File: src/rtl/toggle_req_receiver.sv
`default_nettype none
// ============================================================================
//  Module   : toggle_req_receiver
//  Purpose  : Receive side of a toggle-level request/ack clock-domain crossing.
//             A flip of req_tgl (from a toggle flop in a foreign domain)
//             announces a new word on req_data. The toggle is synchronized,
//             the word is captured and offered on a valid/ready port, and
//             ack_tgl flips once the consumer takes the word.
//  Ports    : clk        - receive-domain clock, rising edge
//             preset     - asynchronous active-high reset
//             req_tgl    - request toggle (asynchronous to clk)
//             req_data   - payload, stable from req_tgl flip to ack_tgl flip
//             out_valid  - out_data holds an unconsumed word
//             out_data   - captured word (kept after consumption)
//             out_ready  - consumer accepts when out_valid & out_ready
//             ack_tgl    - flips once per consumed word
//             busy       - high while a word is held
//             overrun    - sticky: req_tgl flipped again before the ack
//  Revision : 1.0  initial release
// ============================================================================
module toggle_req_receiver #(
    parameter int DATA_W      = 8,
    parameter int SYNC_STAGES = 2   // legal range 2..4
) (
    input  logic              clk,
    input  logic              preset,
    input  logic              req_tgl,
    input  logic [DATA_W-1:0] req_data,
    output logic              out_valid,
    output logic [DATA_W-1:0] out_data,
    input  logic              out_ready,
    output logic              ack_tgl,
    output logic              busy,
    output logic              overrun
);

    typedef enum logic [0:0] {
        ST_IDLE = 1'b0,
        ST_HOLD = 1'b1
    } state_t;

    state_t                 r_state;
    state_t                 w_state_nxt;
    logic [SYNC_STAGES-1:0] r_sync;
    logic                   r_exp_lvl;
    logic                   r_out_valid;
    logic [DATA_W-1:0]      r_out_data;
    logic                   r_ack_tgl;
    logic                   r_overrun;

    logic                   w_req_s;
    logic                   w_pending;
    logic                   w_capture;
    logic                   w_accept;
    logic                   w_overrun_set;

    // Synchronizer chain for the request toggle; req_data is deliberately not
    // synchronized because the protocol holds it stable across the crossing.
    always_ff @(posedge clk or posedge preset) begin
        if (preset) begin
            r_sync <= '0;
        end else begin
            r_sync <= {r_sync[SYNC_STAGES-2:0], req_tgl};
        end
    end

    assign w_req_s   = r_sync[SYNC_STAGES-1];
    // Level compare against the expected toggle level: a flip that arrives
    // while a word is held stays visible and is served later.
    assign w_pending = (w_req_s != r_exp_lvl);

    always_ff @(posedge clk or posedge preset) begin
        if (preset) begin
            r_state <= ST_IDLE;
        end else begin
            r_state <= w_state_nxt;
        end
    end

    always_comb begin
        w_state_nxt   = r_state;
        w_capture     = 1'b0;
        w_accept      = 1'b0;
        w_overrun_set = 1'b0;
        case (r_state)
            ST_IDLE: begin
                if (w_pending) begin
                    w_capture   = 1'b1;
                    w_state_nxt = ST_HOLD;
                end
            end
            ST_HOLD: begin
                w_overrun_set = w_pending;
                if (out_ready) begin
                    w_accept    = 1'b1;
                    w_state_nxt = ST_IDLE;
                end
            end
            default: w_state_nxt = ST_IDLE;
        endcase
    end

    always_ff @(posedge clk or posedge preset) begin
        if (preset) begin
            r_exp_lvl   <= 1'b0;
            r_out_valid <= 1'b0;
            r_out_data  <= '0;
            r_ack_tgl   <= 1'b0;
            r_overrun   <= 1'b0;
        end else begin
            if (w_capture) begin
                r_out_data  <= req_data;
                r_out_valid <= 1'b1;
                r_exp_lvl   <= ~r_exp_lvl;
            end
            if (w_accept) begin
                r_out_valid <= 1'b0;
                r_ack_tgl   <= ~r_ack_tgl;
            end
            if (w_overrun_set) begin
                r_overrun <= 1'b1;
            end
        end
    end

    assign out_valid = r_out_valid;
    assign out_data  = r_out_data;
    assign ack_tgl   = r_ack_tgl;
    assign busy      = (r_state == ST_HOLD);
    assign overrun   = r_overrun;

endmodule
`default_nettype wire

File: config.mk
export PLATFORM = sky130hd
export DESIGN_NAME = toggle_req_receiver
export DESIGN_NICKNAME = d
export VERILOG_FILES = /design/src/rtl/toggle_req_receiver.sv
export SDC_FILE = /design/constraint.sdc
export NUM_CORES = 1
export LEC_CHECK = 0
export CAP_MARGIN = 30
export CORE_AREA = 2 2 39 41
export CTS_BUF_LIST = sky130_fd_sc_hd__clkbuf_4 sky130_fd_sc_hd__clkbuf_8
export CTS_CLUSTER_DIAMETER = 80
export DETAILED_ROUTE_END_ITERATION = 8
export DIE_AREA = 0 0 41 43
export GPL_TIMING_DRIVEN = 0
export PLACE_DENSITY = 0.92
export SETUP_SLACK_MARGIN = 0.4
export SLEW_MARGIN = 20
export SYNTH_ARGS = -nofsm -noshare
export SYNTH_HDL_FRONTEND = slang
export SYNTH_SLANG_ARGS = --single-unit
File: constraint.sdc
create_clock -name clk -period 4.1 [get_ports clk]
set_clock_uncertainty 0.05 [all_clocks]
set_input_delay 0.82 -clock clk [delete_from_list [all_inputs] [get_ports clk]]
set_output_delay 0.82 -clock clk [all_outputs]
set_load 0.01 [all_outputs]
==> out/qor.yml, run 1 <==
min_path_type: "reg2reg"
critical_path_buf_inv_count: 1
overflow: 0
track_usage_pct: 13.2
synth-seq-area-share_pct: 65.2
cts_tree: "done"
intPower_mw: 0.469
cts_buffers: 3
worstPathArrival_ps: 1260
route.top_layer_used: "met3"
antenna_found_initial: 0
ir_drop_mv: 0.348
final_layout_size_suffix_gt1_share_pct: 26.7
dp_slack_ps: 2250
drcViolationCount: 0
crit_cells: 1
synth_largest_area_cell: "dfrtp_1"
totalPowerFinal_mw: 0.654
crit_path_start_kind: "register"
drtPass1Iterations: 2
max-cap-violations: 0
critPathCaptureType: "output port"
worstSkewPairLatency_ps: 270
clock_sink_count: 15
synth-seq-cells: 15
r2r.worst_path.cells: 4
clk_pin_slew_ps: 80
via_count: 346
cp.required_ps: 3230
hold_path_depth: 0
path_cells: "clkdlybuf4s50_1"
finalHoldViolCount: 0
die_w_um: 41
synth.top_cell.area_share_pct: 65.2
crit_fanout: 6
drt.antenna.violating_nets: 0
grt_pass1_wl_mm: 1.52
rsz0062_at_grt: "no"
syn_avg_cell_area_um2: 17.4
wl_met2_um: 525
rows: 14
slew_viol_final: 0
fmax_ghz: 0.468
slowest_stage: "clkdlybuf4s50_1"
pin_count: 24
finalSetupViolCount: 0
cts-root-buf: "clkbuf_4"
ctsResizeCount: 0
drtIter0Drc: 1
period_share_pct: 52.1
grt_pass1_vias: 388
n_antenna_cell: 0
seqPwrFrac_pct: 38.3
initial_utilization_pct: 41.6
syn_to_final_growth_pct: 48.7
tightest_slew_ps: 527
cpLargestDelayFamily: "buffers and inverters"
status: "complete, no violations"
yosys-top-cells-area: "dfrtp_1 (65%), mux2_4 (21%), a21o_2 (3.0%), buf_6 (2.0%), mux2_2 (2.0%)"
synth_cell_types: 11
syn_area_um2: 576
wirelength_um: 956
combPwrFrac_pct: 48.2
coreArea_um2: 1380
min_period_ps: 2130
port_buffers: 23
switchingPower_mw: 0.185
htreeDepth: 1
post_drt_wl_per_cell_um: 12.6
synth_cells: 33
cts_setup_buffers: 0
viasPerCell: 4.55
p_clk_share_pct: 13.4
fin_ws_ps: 1970
ff2ff_setup_slack_ps: 2680
postCtsHoldBufs: 0
die_h_um: 43
grt_max_degree: 16
p_sw_share_pct: 28.3
relSlewSlack_pct: 64.8
ctsLongestPathBuffers: 2
leakage_nw: 0.381
gp_congestion: 0.681
fill_cells: 105
critPathMaxStageDelay_ps: 560
power_density_nw_per_um2: 764
wl_met3_um: 33
synth_nets: 45
tns_ps: 0
drt-met1-wl_um: 398
nets: 73
dieArea_um2: 1760
yosys_warnings: 0
critPathKind: "reg2out"
final_core_util_pct: 61.8
through the flow:
step           area [um^2]  hold slack [ps]  std cells
3_5_place_dp           826              295         72
6_report               856              310         76
4_1_cts                856              314         76
5_1_grt                856              317         76
2_1_floorplan          576              281         33
3_3_place_gp           826              284         72
metal layers:
metal	global-route usage, %	up-vias
met5	0	-
met4	10.0	0
met3	3.14	0
met2	19.1	10
met1	16.3	170
li1	-	166
cell families after synthesis:
logic type	after synthesis	share of synthesized area, %
compound gates	3	4.35
simple gates	2	1.96
buf+inv	2	2.61
xor+xnor	2	3.04
flops	15	65.2
mux	9	22.8
cell type report:
| type | count | area, um^2 | share of cell area [%] |
|---|---|---|---|
| plain buffers | 1 | 11.3 | 1.32 |
| flip-flops and latches | 15 | 375 | 43.9 |
| well taps | 16 | 20.0 | 2.34 |
| repair buffers | 23 | 230 | 26.9 |
| clock buffers | 4 | 30.0 | 3.51 |
| multi-input cells | 16 | 185 | 21.6 |
| inverters | 1 | 3.75 | 0.439 |
cell usage in the layout (no fill, tap or decap):
master,count
o21a_1,1
mux2_4,8
clkbuf_4,4
nand2_1,1
xor2_1,1
buf_6,1
a21o_2,2
dfrtp_1,15
mux2_2,1
xnor2_1,1
clkdlybuf4s50_1,23
inv_1,1
and2b_1,1
cells in the mapped netlist:
| cell | n |
|---|---|
| dfrtp_1 | 15 |
| mux2_4 | 8 |
| a21o_2 | 2 |
| and2b_1 | 1 |
| buf_6 | 1 |
| inv_1 | 1 |
| mux2_2 | 1 |
| nand2_1 | 1 |
| o21a_1 | 1 |
| xnor2_1 | 1 |
| xor2_1 | 1 |
worst paths after layout:
path | start | endpoint
max in group asynchronous | preset | out_data[0]
min in group asynchronous | preset | out_data[7]
max reg2reg | r_sync[1] | out_data[5]
min reg2reg | r_sync[0] | r_sync[1]
max | busy | busy
min | r_sync[0] | r_sync[1]
registers in the layout, summed over array words and instances, names as in the netlist:
| signal | count |
|---|---|
| r_exp_lvl | 1 |
| out_data | 8 |
| out_valid | 1 |
| r_sync | 2 |
| ack_tgl | 1 |
| busy | 1 |
| overrun | 1 |
power groups by stage:
| stage | combinational [mW] | clock, mW | sequential [mW] |
|---|---|---|---|
| final | 0.316 | 0.0879 | 0.251 |
| after global routing | 0.334 | 0.0991 | 0.259 |
| after floorplan | 0.152 | 0 | 0.276 |
| after CTS | 0.321 | 0.0904 | 0.252 |
| after global placement | 0.315 | 0 | 0.249 |
| after detailed placement | 0.320 | 0 | 0.254 |
Note: power is estimated with default switching activity, not from simulation.
==> run 2, diff against run 1 <==
--- a/config.mk
+++ b/config.mk
@@ -6,13 +6,13 @@
 export NUM_CORES = 1
 export LEC_CHECK = 0
 export CAP_MARGIN = 30
-export CORE_AREA = 2 2 39 41
+export CORE_MARGIN = 1.5
+export CORE_UTILIZATION = 38
 export CTS_BUF_LIST = sky130_fd_sc_hd__clkbuf_4 sky130_fd_sc_hd__clkbuf_8
 export CTS_CLUSTER_DIAMETER = 80
 export DETAILED_ROUTE_END_ITERATION = 8
-export DIE_AREA = 0 0 41 43
 export GPL_TIMING_DRIVEN = 0
-export PLACE_DENSITY = 0.92
+export PLACE_DENSITY = 0.86
 export SETUP_SLACK_MARGIN = 0.4
 export SLEW_MARGIN = 20
 export SYNTH_ARGS = -nofsm -noshare
==> constraint.sdc (replaced) <==
create_clock -name clk -period 1.9 [get_ports clk]
set_clock_uncertainty 0.05 [all_clocks]
set_input_delay 0.38 -clock clk [delete_from_list [all_inputs] [get_ports clk]]
set_output_delay 0.38 -clock clk [all_outputs]
set_load 0.01 [all_outputs]
==> out/qor.yml, run 2 (synthesis results as in run 1) <==
status: "complete, no violations"
worstPathArrival_ps: 1550  # +290 ps
dieArea_um2: 1760  # -0.35%
min_path_type: "reg2reg"
wirelength_um: 994  # +4.0%
finalSetupViolCount: 0  # unchanged
final_core_util_pct: 62.8  # +0.99 points
overflow: 0  # unchanged
grt_max_degree: 16  # unchanged
port_buffers: 23  # unchanged
nets: 74  # +1.4%
most-common-layout-cells: "dfrtp_1 (15), clkdlybuf4s50_1 (11), dlygate4sd2_1 (11)"
slowest_stage: "dfrtp_1"
initial_utilization_pct: 42.6  # +1.0 points
drtIter0Drc: 1  # unchanged
drtPass1Iterations: 3  # +1
critPathMaxStageDelay_ps: 390  # -170 ps
viasPerCell: 4.57  # +0.29%
drt.antenna.violating_nets: 0  # unchanged
cts_buffers: 3  # unchanged
crit_fanout: 9  # +3
die_w_um: 41.9  # +2.2%
syn_to_final_growth_pct: 47.4
max-cap-violations: 0  # unchanged
drcViolationCount: 0  # unchanged
worstSkewPairLatency_ps: 280  # about the same
critPathKind: "reg2reg"
die_h_um: 41.9  # -2.5%
grt_pass1_vias: 374  # -3.6%
relSlewSlack_pct: 64.8  # about the same
finalHoldViolCount: 0  # unchanged
clock_sink_count: 15  # unchanged
fill_cells: 114  # +8.6%
coreArea_um2: 1350  # -2.4%
tns_ps: 0  # unchanged
critical_path_buf_inv_count: 1  # unchanged
track_usage_pct: 13.7  # +0.43 points
crit_path_start_kind: "register"
path_cells: "xor2_1 > and2b_1 > buf_6 > mux2_4"
leakage_nw: 0.405  # +6.4%
cp.required_ps: 2010  # -1220 ps
grt_pass1_wl_mm: 1.69  # +11%
tightest_slew_ps: 527  # +0.0429 ps
pin_count: 24  # unchanged
power_density_nw_per_um2: 1570  # +110%
clk_pin_slew_ps: 90  # about the same
postCtsHoldBufs: 0  # unchanged
largest_reg_flops: 8  # unchanged
cts-root-buf: "clkbuf_4"
gp_congestion: 0.707  # +3.7%
critPathCaptureType: "register"
antenna_found_initial: 0  # unchanged
post_drt_wl_per_cell_um: 13.1  # +4.0%
dp_hpwl_um: 757
n_antenna_cell: 0  # unchanged
fmax_ghz: 0.695
ctsLongestPathBuffers: 2  # unchanged
totalPowerFinal_mw: 1.33  # +100%
rows: 13  # -1
via_count: 347  # +0.29%
cts_tree: "done"
slew_viol_final: 0  # unchanged
final_common_cell: "dfrtp_1"
dpl_cell_area_um2: 825  # -0.15%
rsz0062_at_grt: "no"
htreeDepth: 1  # unchanged
cpLargestDelayFamily: "flip-flops"
period_share_pct: 75.7
holdWs_ps: 325  # +14.5 ps
final_area_um2: 848  # -0.88%
final_layout_size_suffix_gt1_share_pct: 27.9  # +1.2 points
min_period_ps: 1440
ir_drop_mv: 0.747  # +110%
run 2: cell type report:
cell class                      instances  area, um^2  share of cell area (%)
Tap cell                               15        18.8                    2.21
Buffer                                  1        11.3                    1.33
Timing Repair Buffer                   24         226                    26.7
Multi-Input combinational cell         16         185                    21.8
Inverter                                1        3.75                   0.442
Clock inverter                          1        5.00                   0.590
Sequential cell                        15         375                    44.2
Clock buffer                            3        22.5                    2.65
run 2: through the flow:
| step | instances | setup WS, ps |
|---|---|---|
| floorplan | 33 | 567 |
| global placement | 71 | 486 |
| detailed placement | 71 | 466 |
| CTS | 76 | 258 |
| global route | 76 | 405 |
| finish | 76 | 462 |
run 2: power breakdown:
group / switching, mW / total (mW) / internal [mW]
clock network: 0.0948 / 0.173 / 0.0780
registers: 0.0681 / 0.524 / 0.456
logic: 0.240 / 0.634 / 0.394
total: 0.403 / 1.33 / 0.927
run 2: routing by layer:
layer / vias to the layer above / track usage [%] / part of all wire (%) / wire, um
li1: 166 / - / - / -
met1: 164 / 16.3 / 42 / 422
met2: 15 / 21.3 / 51 / 506
met3: 2 / 4.78 / 5.2 / 52
met4: 0 / 7.74 / 1.2 / 12
met5: - / 0 / 0 / 0
run 2: worst paths after layout:
kind | from | end | slack (ps) | cells past startpoint
setup reg to reg | r_sync[1] | out_data[3] | 460 | 4
min in group asynchronous | preset | overrun | 380 | 2
setup / recovery | r_sync[1] | out_data[3] | 460 | 4
max in group asynchronous | preset | out_data[5] | 1060 | 2
hold / removal | r_sync[0] | r_sync[1] | 320 | 0
hold reg to reg | r_sync[0] | r_sync[1] | 320 | 0
run 2: what timing repair did:
action / in CTS / in global routing
endpoints found under the setup margin: 12 / 1
setup buffers: 1 / 0
resized for setup: 11 / 1
